==> config.mk <==
export PLATFORM = sky130hd
export DESIGN_NAME = tcs3200_rgb_meas_flat
export DESIGN_NICKNAME = d
export VERILOG_FILES = /design/src/rtl/tcs3200_rgb_meas_pkg.sv /design/src/rtl/tcs3200_rgb_meas_if.sv /design/src/rtl/tcs3200_rgb_meas_rgb_div_seq.sv /design/src/rtl/tcs3200_rgb_meas.sv /design/src/flat_wrapper.sv
export SDC_FILE = /design/constraint.sdc
export NUM_CORES = 1
export LEC_CHECK = 0
export BUFFER_PORTS_ARGS = -buffer_cell sky130_fd_sc_hd__buf_2
export CORE_MARGIN = 10
export CORE_UTILIZATION = 30
export DETAILED_ROUTE_END_ITERATION = 6
export GPL_TIMING_DRIVEN = 0
export PLACE_DENSITY = 0.52
export SETUP_SLACK_MARGIN = 0.4
export SYNTH_ARGS = -nofsm -noshare
export SYNTH_HDL_FRONTEND = slang
export SYNTH_HIERARCHICAL = 1
export SYNTH_SLANG_ARGS = --single-unit
==> constraint.sdc <==
create_clock -name sys_clk -period 8.6 [get_ports sys_clk]
set_clock_uncertainty 0.1 [all_clocks]
set_input_delay 1.29 -clock sys_clk [delete_from_list [all_inputs] [get_ports sys_clk]]
set_output_delay 1.29 -clock sys_clk [all_outputs]
set_load 0.02 [all_outputs]
==> src/rtl/tcs3200_rgb_meas_pkg.sv <==
// Shared definitions for the TCS3200 colour measurement block.
// Contents: the frame FSM state encoding, the photodiode filter codes
// driven on {s2,s3}, the 8-bit normalisation scale and the debug record
// the top exposes for checkers.
package tcs3200_rgb_meas_pkg;

  typedef enum logic [3:0] {
    ST_SET_R,
    ST_GATE_R,
    ST_SET_G,
    ST_GATE_G,
    ST_SET_B,
    ST_GATE_B,
    ST_DIV_R,
    ST_DIV_G,
    ST_DIV_B,
    ST_PUB
  } state_t;

  // Filter select codes as {s2,s3}
  localparam logic [1:0] FILT_R = 2'b00;
  localparam logic [1:0] FILT_G = 2'b11;
  localparam logic [1:0] FILT_B = 2'b01;

  // Full-scale value of a normalised channel
  localparam logic [7:0] SCALE = 8'd255;

  typedef struct packed {
    state_t state;
    logic   div_busy;
    logic   cal_pending;
    logic   cal_frame;
  } dbg_t;

endpackage

==> src/rtl/tcs3200_rgb_meas_if.sv <==
// RGB result bus from the colour front end to its consumer.
// Signals: data_r/g/b (8-bit normalised channels), data_valid (strobe),
// cal_done (strobe).
// Handshake: data_valid is a one-cycle strobe with no back-pressure (there
// is no ready); data_r/g/b change only in the strobe cycle and hold until
// the next strobe; cal_done is only ever high together with data_valid.
interface tcs3200_rgb_meas_if;
  logic [7:0] data_r;
  logic [7:0] data_g;
  logic [7:0] data_b;
  logic       data_valid;
  logic       cal_done;

  modport master (output data_r, data_g, data_b, data_valid, cal_done);
  modport slave  (input  data_r, data_g, data_b, data_valid, cal_done);
endinterface

==> src/rtl/tcs3200_rgb_meas_rgb_div_seq.sv <==
// Sequential restoring divider used to normalise one colour channel.
// Ports:
//   sys_clk, sys_rst_n : clock, async active-low reset
//   start              : one-cycle request; num/den sampled in this cycle
//   num                : CNT_W+8 bit dividend (count * 255)
//   den                : CNT_W bit divisor (white reference, never 0)
//   busy               : iterations in progress
//   done               : one-cycle pulse, quot valid in this cycle
//   quot               : 8-bit quotient, clamped to 255
// One quotient bit per cycle. The first bit is produced on the start edge,
// so done is high CNT_W+8 cycles after start and a caller that raises start
// on entry to a state and leaves on done spends exactly CNT_W+9 cycles there.
// The latency is the same whether or not the result saturates.
module rgb_div_seq #(
  parameter int CNT_W = 16
) (
  input  logic               sys_clk,
  input  logic               sys_rst_n,
  input  logic               start,
  input  logic [CNT_W+7:0]   num,
  input  logic [CNT_W-1:0]   den,
  output logic               busy,
  output logic               done,
  output logic [7:0]         quot
);

  localparam int NW   = CNT_W + 8;
  localparam int IT_W = $clog2(NW + 1);

  logic [CNT_W-1:0] rem;
  logic [NW-1:0]    sr;     // dividend bits shift out the top, quotient bits shift in
  logic [CNT_W-1:0] den_q;
  logic [IT_W-1:0]  iter;

  function automatic logic [CNT_W+NW-1:0] step(input logic [CNT_W-1:0] r,
                                               input logic [NW-1:0]    s,
                                               input logic [CNT_W-1:0] d);
    logic [CNT_W:0]   sh;
    logic             qb;
    logic [CNT_W-1:0] r_n;
    sh  = {r, s[NW-1]};
    qb  = (sh >= {1'b0, d});
    r_n = qb ? CNT_W'(sh - {1'b0, d}) : sh[CNT_W-1:0];
    return {r_n, s[NW-2:0], qb};
  endfunction

  always_ff @(posedge sys_clk or negedge sys_rst_n) begin
    if (!sys_rst_n) begin
      rem   <= '0;
      sr    <= '0;
      den_q <= '0;
      iter  <= '0;
      busy  <= 1'b0;
      done  <= 1'b0;
    end else begin
      done <= 1'b0;
      if (start) begin
        {rem, sr} <= step('0, num, den);
        den_q     <= den;
        iter      <= IT_W'(1);
        busy      <= 1'b1;
      end else if (busy) begin
        {rem, sr} <= step(rem, sr, den_q);
        iter      <= iter + IT_W'(1);
        if (iter == IT_W'(NW - 1)) begin
          busy <= 1'b0;
          done <= 1'b1;
        end
      end
    end
  end

  // count >= white gives a quotient of 255 or more; clamp to full scale
  assign quot = ((sr[NW-1:8] != '0) || (&sr[7:0])) ? 8'hFF : sr[7:0];

endmodule

==> src/rtl/tcs3200_rgb_meas.sv <==
// TCS3200 colour sensor front end.
// Steps the photodiode filter through R, G, B, counts sensor edges in a
// fixed gate per channel, normalises each count to 8 bits against a white
// reference and publishes a coherent RGB triple.
// Ports:
//   sys_clk, sys_rst_n : clock, async active-low reset
//   sensor_out         : TCS3200 OUT, asynchronous square wave
//   cal_white          : one-cycle pulse, capture white on the next frame
//   s0, s1             : frequency scaling select (fixed 20 %)
//   s2, s3             : filter select
//   rgb                : result bus (data_r/g/b, data_valid, cal_done)
//   dbg                : FSM state and internal flags for observation
module tcs3200_rgb_meas
  import tcs3200_rgb_meas_pkg::*;
#(
  parameter int CLK_FREQ      = 50_000_000,
  parameter int GATE_MS       = 10,
  parameter int SETTLE_CYC    = 50_000,
  parameter int CNT_W         = 16,
  parameter int WHITE_DEFAULT = 1000
) (
  input  logic                      sys_clk,
  input  logic                      sys_rst_n,
  input  logic                      sensor_out,
  input  logic                      cal_white,
  output logic                      s0,
  output logic                      s1,
  output logic                      s2,
  output logic                      s3,
  tcs3200_rgb_meas_if.master        rgb,
  output dbg_t                      dbg
);

  localparam int GATE_CYC = CLK_FREQ / 1000 * GATE_MS;
  localparam int TMR_MAX  = (GATE_CYC > SETTLE_CYC) ? GATE_CYC : SETTLE_CYC;
  localparam int TMR_W    = $clog2(TMR_MAX + 1);
  localparam int NW       = CNT_W + 8;
  localparam logic [TMR_W-1:0] SETTLE_LAST = TMR_W'(SETTLE_CYC - 1);
  localparam logic [TMR_W-1:0] GATE_LAST   = TMR_W'(GATE_CYC - 1);
  localparam logic [CNT_W-1:0] WHITE_INIT  = CNT_W'(WHITE_DEFAULT);

  state_t           state;
  logic [TMR_W-1:0] tmr;
  logic [2:0]       sens_sync;
  logic             rise;
  logic [1:0]       filt;
  logic [CNT_W-1:0] cnt_r, cnt_g, cnt_b, cnt_b_nxt;
  logic [CNT_W-1:0] white_r, white_g, white_b;
  logic             pending, cal_frame;
  logic [7:0]       q_r, q_g;
  logic [7:0]       data_r, data_g, data_b;
  logic             data_valid, cal_done;
  logic             div_start, div_busy, div_done;
  logic [7:0]       div_quot;
  logic [CNT_W-1:0] div_cnt, div_den;
  logic [NW-1:0]    div_num;

  function automatic logic [CNT_W-1:0] sat_inc(input logic [CNT_W-1:0] c);
    return (&c) ? c : c + CNT_W'(1);
  endfunction

  // A dead channel would otherwise give a zero divisor
  function automatic logic [CNT_W-1:0] max1(input logic [CNT_W-1:0] c);
    return (c == '0) ? CNT_W'(1) : c;
  endfunction

  // Two synchroniser flops, third flop for rising-edge detection
  always_ff @(posedge sys_clk or negedge sys_rst_n) begin
    if (!sys_rst_n) sens_sync <= '0;
    else            sens_sync <= {sens_sync[1:0], sensor_out};
  end
  assign rise = sens_sync[1] & ~sens_sync[2];

  // Blue count including an edge on the last gate cycle, so a white capture
  // on that same edge sees the complete count
  assign cnt_b_nxt = (state == ST_GATE_B && rise) ? sat_inc(cnt_b) : cnt_b;

  always_comb begin
    div_cnt = cnt_r;
    div_den = white_r;
    case (state)
      ST_DIV_G: begin div_cnt = cnt_g; div_den = white_g; end
      ST_DIV_B: begin div_cnt = cnt_b; div_den = white_b; end
      default:  ;
    endcase
  end
  assign div_num = NW'(div_cnt) * NW'(SCALE);

  rgb_div_seq #(.CNT_W(CNT_W)) u_div (
    .sys_clk   (sys_clk),
    .sys_rst_n (sys_rst_n),
    .start     (div_start),
    .num       (div_num),
    .den       (div_den),
    .busy      (div_busy),
    .done      (div_done),
    .quot      (div_quot)
  );

  always_ff @(posedge sys_clk or negedge sys_rst_n) begin
    if (!sys_rst_n) begin
      state      <= ST_SET_R;
      tmr        <= '0;
      filt       <= FILT_R;
      cnt_r      <= '0;
      cnt_g      <= '0;
      cnt_b      <= '0;
      white_r    <= WHITE_INIT;
      white_g    <= WHITE_INIT;
      white_b    <= WHITE_INIT;
      pending    <= 1'b0;
      cal_frame  <= 1'b0;
      q_r        <= '0;
      q_g        <= '0;
      data_r     <= '0;
      data_g     <= '0;
      data_b     <= '0;
      data_valid <= 1'b0;
      cal_done   <= 1'b0;
      div_start  <= 1'b0;
    end else begin
      div_start  <= 1'b0;
      data_valid <= 1'b0;
      cal_done   <= 1'b0;
      if (cal_white) pending <= 1'b1;

      case (state)
        ST_SET_R, ST_SET_G, ST_SET_B: begin
          if (state == ST_SET_R) cnt_r <= '0;
          if (state == ST_SET_G) cnt_g <= '0;
          if (state == ST_SET_B) cnt_b <= '0;
          if (tmr == SETTLE_LAST) begin
            tmr <= '0;
            state <= (state == ST_SET_R) ? ST_GATE_R :
                     (state == ST_SET_G) ? ST_GATE_G : ST_GATE_B;
          end else begin
            tmr <= tmr + TMR_W'(1);
          end
        end
        ST_GATE_R: begin
          if (rise) cnt_r <= sat_inc(cnt_r);
          if (tmr == GATE_LAST) begin
            tmr   <= '0;
            filt  <= FILT_G;
            state <= ST_SET_G;
          end else begin
            tmr <= tmr + TMR_W'(1);
          end
        end
        ST_GATE_G: begin
          if (rise) cnt_g <= sat_inc(cnt_g);
          if (tmr == GATE_LAST) begin
            tmr   <= '0;
            filt  <= FILT_B;
            state <= ST_SET_B;
          end else begin
            tmr <= tmr + TMR_W'(1);
          end
        end
        ST_GATE_B: begin
          cnt_b <= cnt_b_nxt;
          if (tmr == GATE_LAST) begin
            tmr       <= '0;
            state     <= ST_DIV_R;
            div_start <= 1'b1;
            if (cal_frame) begin
              white_r <= max1(cnt_r);
              white_g <= max1(cnt_g);
              white_b <= max1(cnt_b_nxt);
            end
          end else begin
            tmr <= tmr + TMR_W'(1);
          end
        end
        ST_DIV_R: if (div_done) begin
          q_r       <= div_quot;
          div_start <= 1'b1;
          state     <= ST_DIV_G;
        end
        ST_DIV_G: if (div_done) begin
          q_g       <= div_quot;
          div_start <= 1'b1;
          state     <= ST_DIV_B;
        end
        ST_DIV_B: if (div_done) begin
          data_r     <= q_r;
          data_g     <= q_g;
          data_b     <= div_quot;
          data_valid <= 1'b1;
          cal_done   <= cal_frame;
          state      <= ST_PUB;
        end
        ST_PUB: begin
          // A request landing on this very edge is kept for the frame after
          filt      <= FILT_R;
          cal_frame <= pending;
          pending   <= cal_white;
          state     <= ST_SET_R;
        end
        default: state <= ST_SET_R;
      endcase
    end
  end

  assign s0 = 1'b1;
  assign s1 = 1'b0;
  assign {s2, s3} = filt;

  assign rgb.data_r     = data_r;
  assign rgb.data_g     = data_g;
  assign rgb.data_b     = data_b;
  assign rgb.data_valid = data_valid;
  assign rgb.cal_done   = cal_done;

  assign dbg = '{state: state, div_busy: div_busy, cal_pending: pending, cal_frame: cal_frame};

endmodule
==> src/flat_wrapper.sv <==
// flat-port wrapper written by rule: the top's interface ports become plain ports
module tcs3200_rgb_meas_flat import tcs3200_rgb_meas_pkg::*;
#(
  parameter int CLK_FREQ      = 50_000_000,
  parameter int GATE_MS       = 10,
  parameter int SETTLE_CYC    = 50_000,
  parameter int CNT_W         = 16,
  parameter int WHITE_DEFAULT = 1000
)
  (sys_clk, sys_rst_n, sensor_out, cal_white, s0, s1, s2, s3, dbg, rgb_data_r, rgb_data_g, rgb_data_b, rgb_data_valid, rgb_cal_done);
  tcs3200_rgb_meas_if rgb_i ();
  input  logic sys_clk;
  input  logic sys_rst_n;
  input  logic sensor_out;
  input  logic cal_white;
  output logic s0;
  output logic s1;
  output logic s2;
  output logic s3;
  output dbg_t dbg;
  output wire logic [$bits(rgb_i.data_r)-1:0] rgb_data_r;
  output wire logic [$bits(rgb_i.data_g)-1:0] rgb_data_g;
  output wire logic [$bits(rgb_i.data_b)-1:0] rgb_data_b;
  output wire logic [$bits(rgb_i.data_valid)-1:0] rgb_data_valid;
  output wire logic [$bits(rgb_i.cal_done)-1:0] rgb_cal_done;
  assign rgb_data_r = rgb_i.data_r;
  assign rgb_data_g = rgb_i.data_g;
  assign rgb_data_b = rgb_i.data_b;
  assign rgb_data_valid = rgb_i.data_valid;
  assign rgb_cal_done = rgb_i.cal_done;
  tcs3200_rgb_meas #(.CLK_FREQ(CLK_FREQ), .GATE_MS(GATE_MS), .SETTLE_CYC(SETTLE_CYC), .CNT_W(CNT_W), .WHITE_DEFAULT(WHITE_DEFAULT)) u_core (.sys_clk(sys_clk), .sys_rst_n(sys_rst_n), .sensor_out(sensor_out), .cal_white(cal_white), .s0(s0), .s1(s1), .s2(s2), .s3(s3), .rgb(rgb_i), .dbg(dbg));
endmodule
# After elaboration in Yosys (flattened, before gate mapping)
# Index checks and enable logic that the tools add are counted.
dict set report word_totals {
  word_cells 150
  ff_bits 232
  out_inout_bits 37
  in_bits 4
}
dict set report classes {
  mul 1
  magnitude_cmp 2
  muxes 56
  eq_ne 26
  bitwise 2
  n_reduce_logical 30
  add_sub_neg 7
}
# op count
set op_table {}
lappend op_table {{$mux W16} 16}
lappend op_table {{$pmux W16 S2} 5}
lappend op_table {{$add A16 B1 Y16 const B} 3}
lappend op_table {{$logic_not A16 Y1} 3}
lappend op_table {{$mux W24} 2}
lappend op_table {{$reduce_and A16 Y1} 3}
lappend op_table {{$mux W19} 2}
lappend op_table {{$pmux W19 S2} 1}
lappend op_table {{$mux W4} 8}
lappend op_table {{$pmux W4 S7} 1}
lappend op_table {{$mul A16 B8 Y24 const B} 1}
lappend op_table {{$add A19 B1 Y19 const B} 1}
lappend op_table {{$eq A19 B16 Y1 const B} 1}
lappend op_table {{$eq A19 B19 Y1 const B} 1}
lappend op_table {{$ge A17 B16 Y1} 1}
lappend op_table {{$eq A4 B3 Y1 const B} 4}
lappend op_table {{$ge A1 B16 Y1} 1}
lappend op_table {{$ne A2 B1 Y1 const B} 8}
lappend op_table {{$reduce_bool A16 Y1} 1}
lappend op_table {{$sub A1 B16 Y16} 1}
lappend op_table {{$sub A16 B16 Y16} 1}
lappend op_table {{$mux W1} 13}
lappend op_table {{$ne A2 B2 Y1 const B} 6}
lappend op_table {{$reduce_bool A2 Y1} 6}
lappend op_table {{other kinds (24)} 34}

# Depth between registers and ports, before layout
dict set report logic_depth {
  depth_word 6
  mapped_depth 36
  depth_no_buf 34
}

# Modules after synthesis
# The synthesis kept the hierarchy.
# mod cells_each seq_area_each_um2 area_each_um2 n_inst
set by_module_without_submodules {}
lappend by_module_without_submodules {tcs3200_rgb_meas 1167 4251.6 11348.4 1}
lappend by_module_without_submodules {rgb_div_seq 439 1576.5 3907.5 1}

# Least setup slack after synthesis
# Ideal clock, no wire load.
dict set report synth_timing {
  path_type {register to register}
  startpoint {register u_core.state[0]}
  endpoint {register u_core.u_div.rem[6]}
  setup_time_ns 0.082
  required_ns 8.418
  period_less_slack_ns 7.655
  stages_incl_launch_ff 35
  slack_ns 0.945
  path_buffers 3
  arrival_time_ns 7.473
  cell_sequence {dfrtp_1 > buf_2 > nand2_1 > nor2_1 > clkbuf_1 > clkbuf_1 > a22oi_1 > nand2_1 > inv_1 > fa_1 > fa_1 > inv_1 > fa_1 > inv_1 > fa_1 > inv_1 > ha_1 > nand2_1 > nor3_1 > o41ai_1 > a21o_1 > a311oi_2 > a211oi_1 > o21a_1 > a21oi_1 > inv_1 > ha_1 > inv_1 > ha_1 > a21oi_1 > nor3_1 > o21ai_0 > nand2_1 > o21ai_0 > a31oi_1}
}
dict set report synth_between {
  elab_chain_len 6
  word_cells_on_any_way 9
  cone_classes {1 x add/sub; 1 x mul; 1 x order compare; 2 x eq/ne; 4 x mux}
}
# element line_no
set synth_rtl {}
lappend synth_rtl {{start: declaration} tcs3200_rgb_meas.sv:42} ;# state_t state;
lappend synth_rtl {{start signal: assignment} tcs3200_rgb_meas.sv:134} ;# state <= (state == ST_SET_R) ? ST_GATE_R :
lappend synth_rtl {{$eq A4 B4 Y1 / $eq A4 B3 Y1 (equally long branches)} tcs3200_rgb_meas.sv:81} ;# case (state)
lappend synth_rtl {{$pmux W16 S2 *} tcs3200_rgb_meas.sv:81}
lappend synth_rtl {{$mul A16 B8 Y24 *} tcs3200_rgb_meas.sv:87} ;# assign div_num = NW'(div_cnt) * NW'(SCALE);
lappend synth_rtl {{via u_core.div_num[23]} tcs3200_rgb_meas.sv:56} ;# logic [NW-1:0] div_num;
lappend synth_rtl {{$sub A1 B16 Y16 / $ge A1 B16 Y1 (equally long branches)} {tcs3200_rgb_meas_rgb_div_seq.sv:43, tcs3200_rgb_meas_rgb_div_seq.sv:42}}
lappend synth_rtl {{$mux W16 *} tcs3200_rgb_meas_rgb_div_seq.sv:43} ;# r_n = qb ? CNT_W'(sh - {1'b0, d}) : sh[CNT_W-1:0];
lappend synth_rtl {{$mux W16 *} tcs3200_rgb_meas_rgb_div_seq.sv:57} ;# if (start) begin
lappend synth_rtl {{end signal: assignment} tcs3200_rgb_meas_rgb_div_seq.sv:58} ;# {rem, sr} <= step('0, num, den);
lappend synth_rtl {{end signal: assignment} tcs3200_rgb_meas_rgb_div_seq.sv:63} ;# {rem, sr} <= step(rem, sr, den_q);
lappend synth_rtl {{end: declaration} tcs3200_rgb_meas_rgb_div_seq.sv:30} ;# logic [CNT_W-1:0] rem;
# Mark *: on every way through the listed nets, which the timed path passes. The rest lies on a longest branch.
# A chain may end at the register's enable or synchronous reset.

# Worst setup path in the final report
dict set report layout_timing {
  startpoint {register u_core.state[0]}
  endpoint {register u_core.u_div.rem[12]}
}
# Same word-level chain as after synthesis.

==> results by group <==
Worst setup path
  – Crit path max-delay family: adder cells
  – Crit path arrival time: between 8 and 9 ns
  – Startpoint Class: register
  – Worst path bufs/invs: 9
  – Cell mode on critical path: inv_1
  – Slowest stage delay, CP: 0.58 ns
  – CP Data Required Time: between 8 and 9 ns
  – Critical-path maximum fanout: 10
  – CP Capture Type: register
  – Critical-path top delay cell: fa_1
  – Path type of the worst setup path: register to register

Status
  – Outcome: finished, final reports clean

Synth
  – Library cells used by synthesis: 75
  – Syn Nets: ~1.7k
  – Ys async rst share: 100.0%
  – Gate Count Post-Synth: 1,606
  – Post-Syn Area: about 0.015 sq mm
  – EDFF count, synth: 0
  – Syn Area/Cell: around 9.5 sq um
  – #FFs+latches synth: around 230
  – Synth warnings: 6
  – Top FF cell, synth: dfrtp_1
  – Sequential share of the synthesized area: 38.20%

Clock tree
  – Max Root-Sink Buffers: 3
  – Clk pin slew, worst setup/hold paths: roughly 0.060 ns
  – Clock Root Buffer: clkbuf_16
  – Clock buffer count from CTS: 29
  – H-Tree Depth: 1
  – CTS sink count: ~230
  – Clock Latency Late Sink: roughly 0.6 ns
  – TritonCTS clock tree: built

Final layout
  – Final nets: 1,827
  – Commonest non-fill, non-tap cell in the layout: dfrtp_1
  – Post-route cell area: 0.01754 sq mm
  – Layout cells sized above 1: 15.56%
  – Synthesis-to-layout area growth: 14.99%
  – Commonest non-fill, non-tap cells in the layout: dfrtp_1, nand2_1, inv_1
  – Storage cell area: about 0.0058 sq mm
  – Multi-input gate area: 0.008617 sq mm
  – FILL cells: 5,135

Detailed routing
  – 1st-iter DRT viols: 868
  – Routed WL: ~40 mm
  – DR DRC count: 0
  – Vias: 11.74k
  – Routed WL per cell: 17.10 um
  – Drt pass-1 iters: 5
  – Vias/cell: 4.925
  – ANT nets after route: 0

GRT
  – Global route total overflow: 0
  – Pin count of the biggest net entering global routing: 106
  – First-pass GRT wire length: approximately 66 mm
  – Initial antenna violation count: 0
  – Number of global-route vias before repair: ~12k
  – All-Layer GR Usage: a little over an eighth

Placed design
  – Gpl congestion: 0.8827
  – Number of port buffers: 38
  – Placed Area: 0.01635 sq mm
  – Pre-CTS setup slack: -0.5044 ns
  – Post-DP HPWL: 31.27 mm

Timing
  – Tmin final: 7.789 ns
  – Unrepaired setup endpoints after global routing: false
  – Worst Max-Slew Pin Slew: 0.9432 ns
  – Max Clock Freq: 0.1284 GHz
  – Rel. slew slack: 36.89%
  – Hold Violations, Final: 0
  – Fin crit share: about 91%
  – Setup Viol. Count Final: 0
  – Worst setup margin: 0.8111 ns
  – Fin. max-slew vios: 0

Power
  – Power Dens Cells: 135.2 mW/mm^2
  – Leak Pwr: 8.459 nW
  – Max rail drop VDD: 0.1532 mV

Die
  – Width of the die: about 250 um
  – Num rows: 82
  – Die Area: 0.06027 sq mm
  – Initial Util: between 30% and 40%
  – Die span in y: 245.5 um
  – I/O pins: a little over 40
  – Core Region: 0.05017 sq mm

Run
  – Maxcap violations: 0

Hold path
  – Hold Path Class: register to register
==> per-stage QoR <==
| step | power (mW) | instances | TNS, ns | hold slack, ns | util [%] |
|---|---|---|---|---|---|
| global placement | 1.139 | 2316 | -4.866 | 0.2404 | 32.46 |
| detailed placement | 1.143 | 2318 | -5.567 | 0.2456 | 32.59 |
| CTS | 2.409 | 2376 | 0 | 0.2553 | 34.74 |
| floorplan | 1.115 | 1606 | 0 | 0.2312 | - |
| finish | 2.373 | 2383 | 0 | 0.2520 | 34.97 |
| global route | 2.460 | 2382 | 0 | 0.2546 | 34.96 |
==> layout make-up <==
class / instances / area share [%]
multi-input combinational: 1144 / 49.12
sequential: 232 / 33.24
tap: 672 / 4.793
clock buffer: 36 / 4.572
inverter: 167 / 3.573
timing repair buffer: 50 / 1.883
buffer: 63 / 1.740
clock inverter: 18 / 1.070
antenna: 1 / 0.01426
==> metal layers <==
| layer | vias to the layer above | wire length, um | global-route usage, % | part of all wire, % |
|---|---|---|---|---|
| met5 | - | 0 | 0 | 0 |
| met4 | 0 | 813 | 2.832 | 2.0 |
| met2 | 224 | 18240 | 20.96 | 45 |
| li1 | 5658 | - | - | - |
| met1 | 5801 | 19960 | 19.36 | 49 |
| met3 | 54 | 1735 | 2.161 | 4.3 |
==> final timing paths <==
path / startpoint / end / slack [ns] / cells after the start
max: u_core/state[0]$_DFFE_PN0P_ / u_core/u_div/rem[12]$_DFFE_PN0P_ / 0.81 / 34
min: u_core/sens_sync[0]$_DFF_PN0_ / u_core/sens_sync[1]$_DFF_PN0_ / 0.25 / 0
max reg2reg: u_core/state[0]$_DFFE_PN0P_ / u_core/u_div/rem[12]$_DFFE_PN0P_ / 0.81 / 34
min reg2reg: u_core/sens_sync[0]$_DFF_PN0_ / u_core/sens_sync[1]$_DFF_PN0_ / 0.25 / 0
max in group asynchronous: sys_rst_n / u_core/rgb.data_b[7]$_DFFE_PN0P_ / 6.63 / 3
min in group asynchronous: sys_rst_n / u_core/u_div/rem[7]$_DFFE_PN0P_ / 0.51 / 1
==> flip-flops by register name, indices dropped and copies added (netlist names), 16 cells and up <==
| name | cells |
|---|---|
| u_core/u_div/sr | 24 |
| u_core/u_div/den_q | 16 |
| u_core/white_b | 16 |
| u_core/cnt_b | 16 |
| u_core/u_div/rem | 16 |
| u_core/cnt_r | 16 |
| u_core/tmr | 19 |
| u_core/cnt_g | 16 |
| u_core/white_r | 16 |
| u_core/white_g | 16 |
==> Yosys cell counts, drive strengths merged (4+ instances only) <==
| cell | number | area, sq um |
|---|---|---|
| dfrtp | 214 | 5355 |
| nand2 | 213 | 804.5 |
| inv | 167 | 626.9 |
| o21ai | 119 | 595.6 |
| nor2 | 92 | 345.3 |
| ha | 74 | 925.9 |
| mux2 | 73 | 822.0 |
| fa | 62 | 1241 |
| a21oi | 53 | 269.0 |
| xor2 | 49 | 429.2 |
| nand3 | 46 | 235.2 |
| clkbuf | 45 | 168.9 |
| xnor2 | 44 | 385.4 |
| mux2i | 36 | 360.4 |
| a22oi | 33 | 247.7 |
| nor3 | 26 | 140.1 |
| and3 | 23 | 148.9 |
| nor4 | 20 | 146.4 |
| nand4 | 19 | 118.9 |
| buf | 18 | 113.9 |
| dfstp | 18 | 473.0 |
| a21o | 15 | 112.6 |
| or2 | 15 | 96.35 |
| or3 | 13 | 81.33 |
| a31oi | 11 | 68.82 |
| and2 | 10 | 62.56 |
| o2111ai | 9 | 78.83 |
| o211ai | 8 | 60.06 |
| nand2b | 7 | 43.79 |
| a211oi | 6 | 45.04 |
| and4 | 6 | 57.55 |
| o21a | 6 | 45.04 |
| nor2b | 5 | 31.28 |
| o41ai | 5 | 43.79 |
| nand3b | 4 | 30.03 |
| nand4b | 4 | 35.03 |
| nor4b | 4 | 47.55 |
| o22ai | 4 | 25.02 |
==> timing repair <==
action	4_1_cts	5_1_grt
setup buffers	4	6
setup endpoints to repair	17	16
pin swaps	2	4
hold buffers	0	0
gates resized for setup	15	27
==> power breakdown <==
group	internal [mW]	leakage, nW	switching, mW	total [mW]
sequential	1.09	3.15	0.000244	1.09
combinational	0.00445	4.82	0.0231	0.0276
clock	0.732	0.491	0.520	1.25
==> logic make-up (layout without fill, tap and decap cells) <==
| logic type | count (synthesis) | in the layout | share of synthesized area, % |
|---|---|---|---|
| AND/OR/NAND/NOR | 513 | 513 | 16.35 |
| AO/OA/AOI/OAI | 290 | 290 | 12.08 |
| flip-flops | 232 | 232 | 38.20 |
| buffers and inverters | 230 | 334 | 5.962 |
| adder cells (fa/ha/maj) | 137 | 137 | 14.27 |
| multiplexers | 109 | 109 | 7.750 |
| XOR/XNOR | 93 | 93 | 5.339 |
| other | 2 | 3 | 0.04923 |
Note: power is estimated with default switching activity, not from simulation.
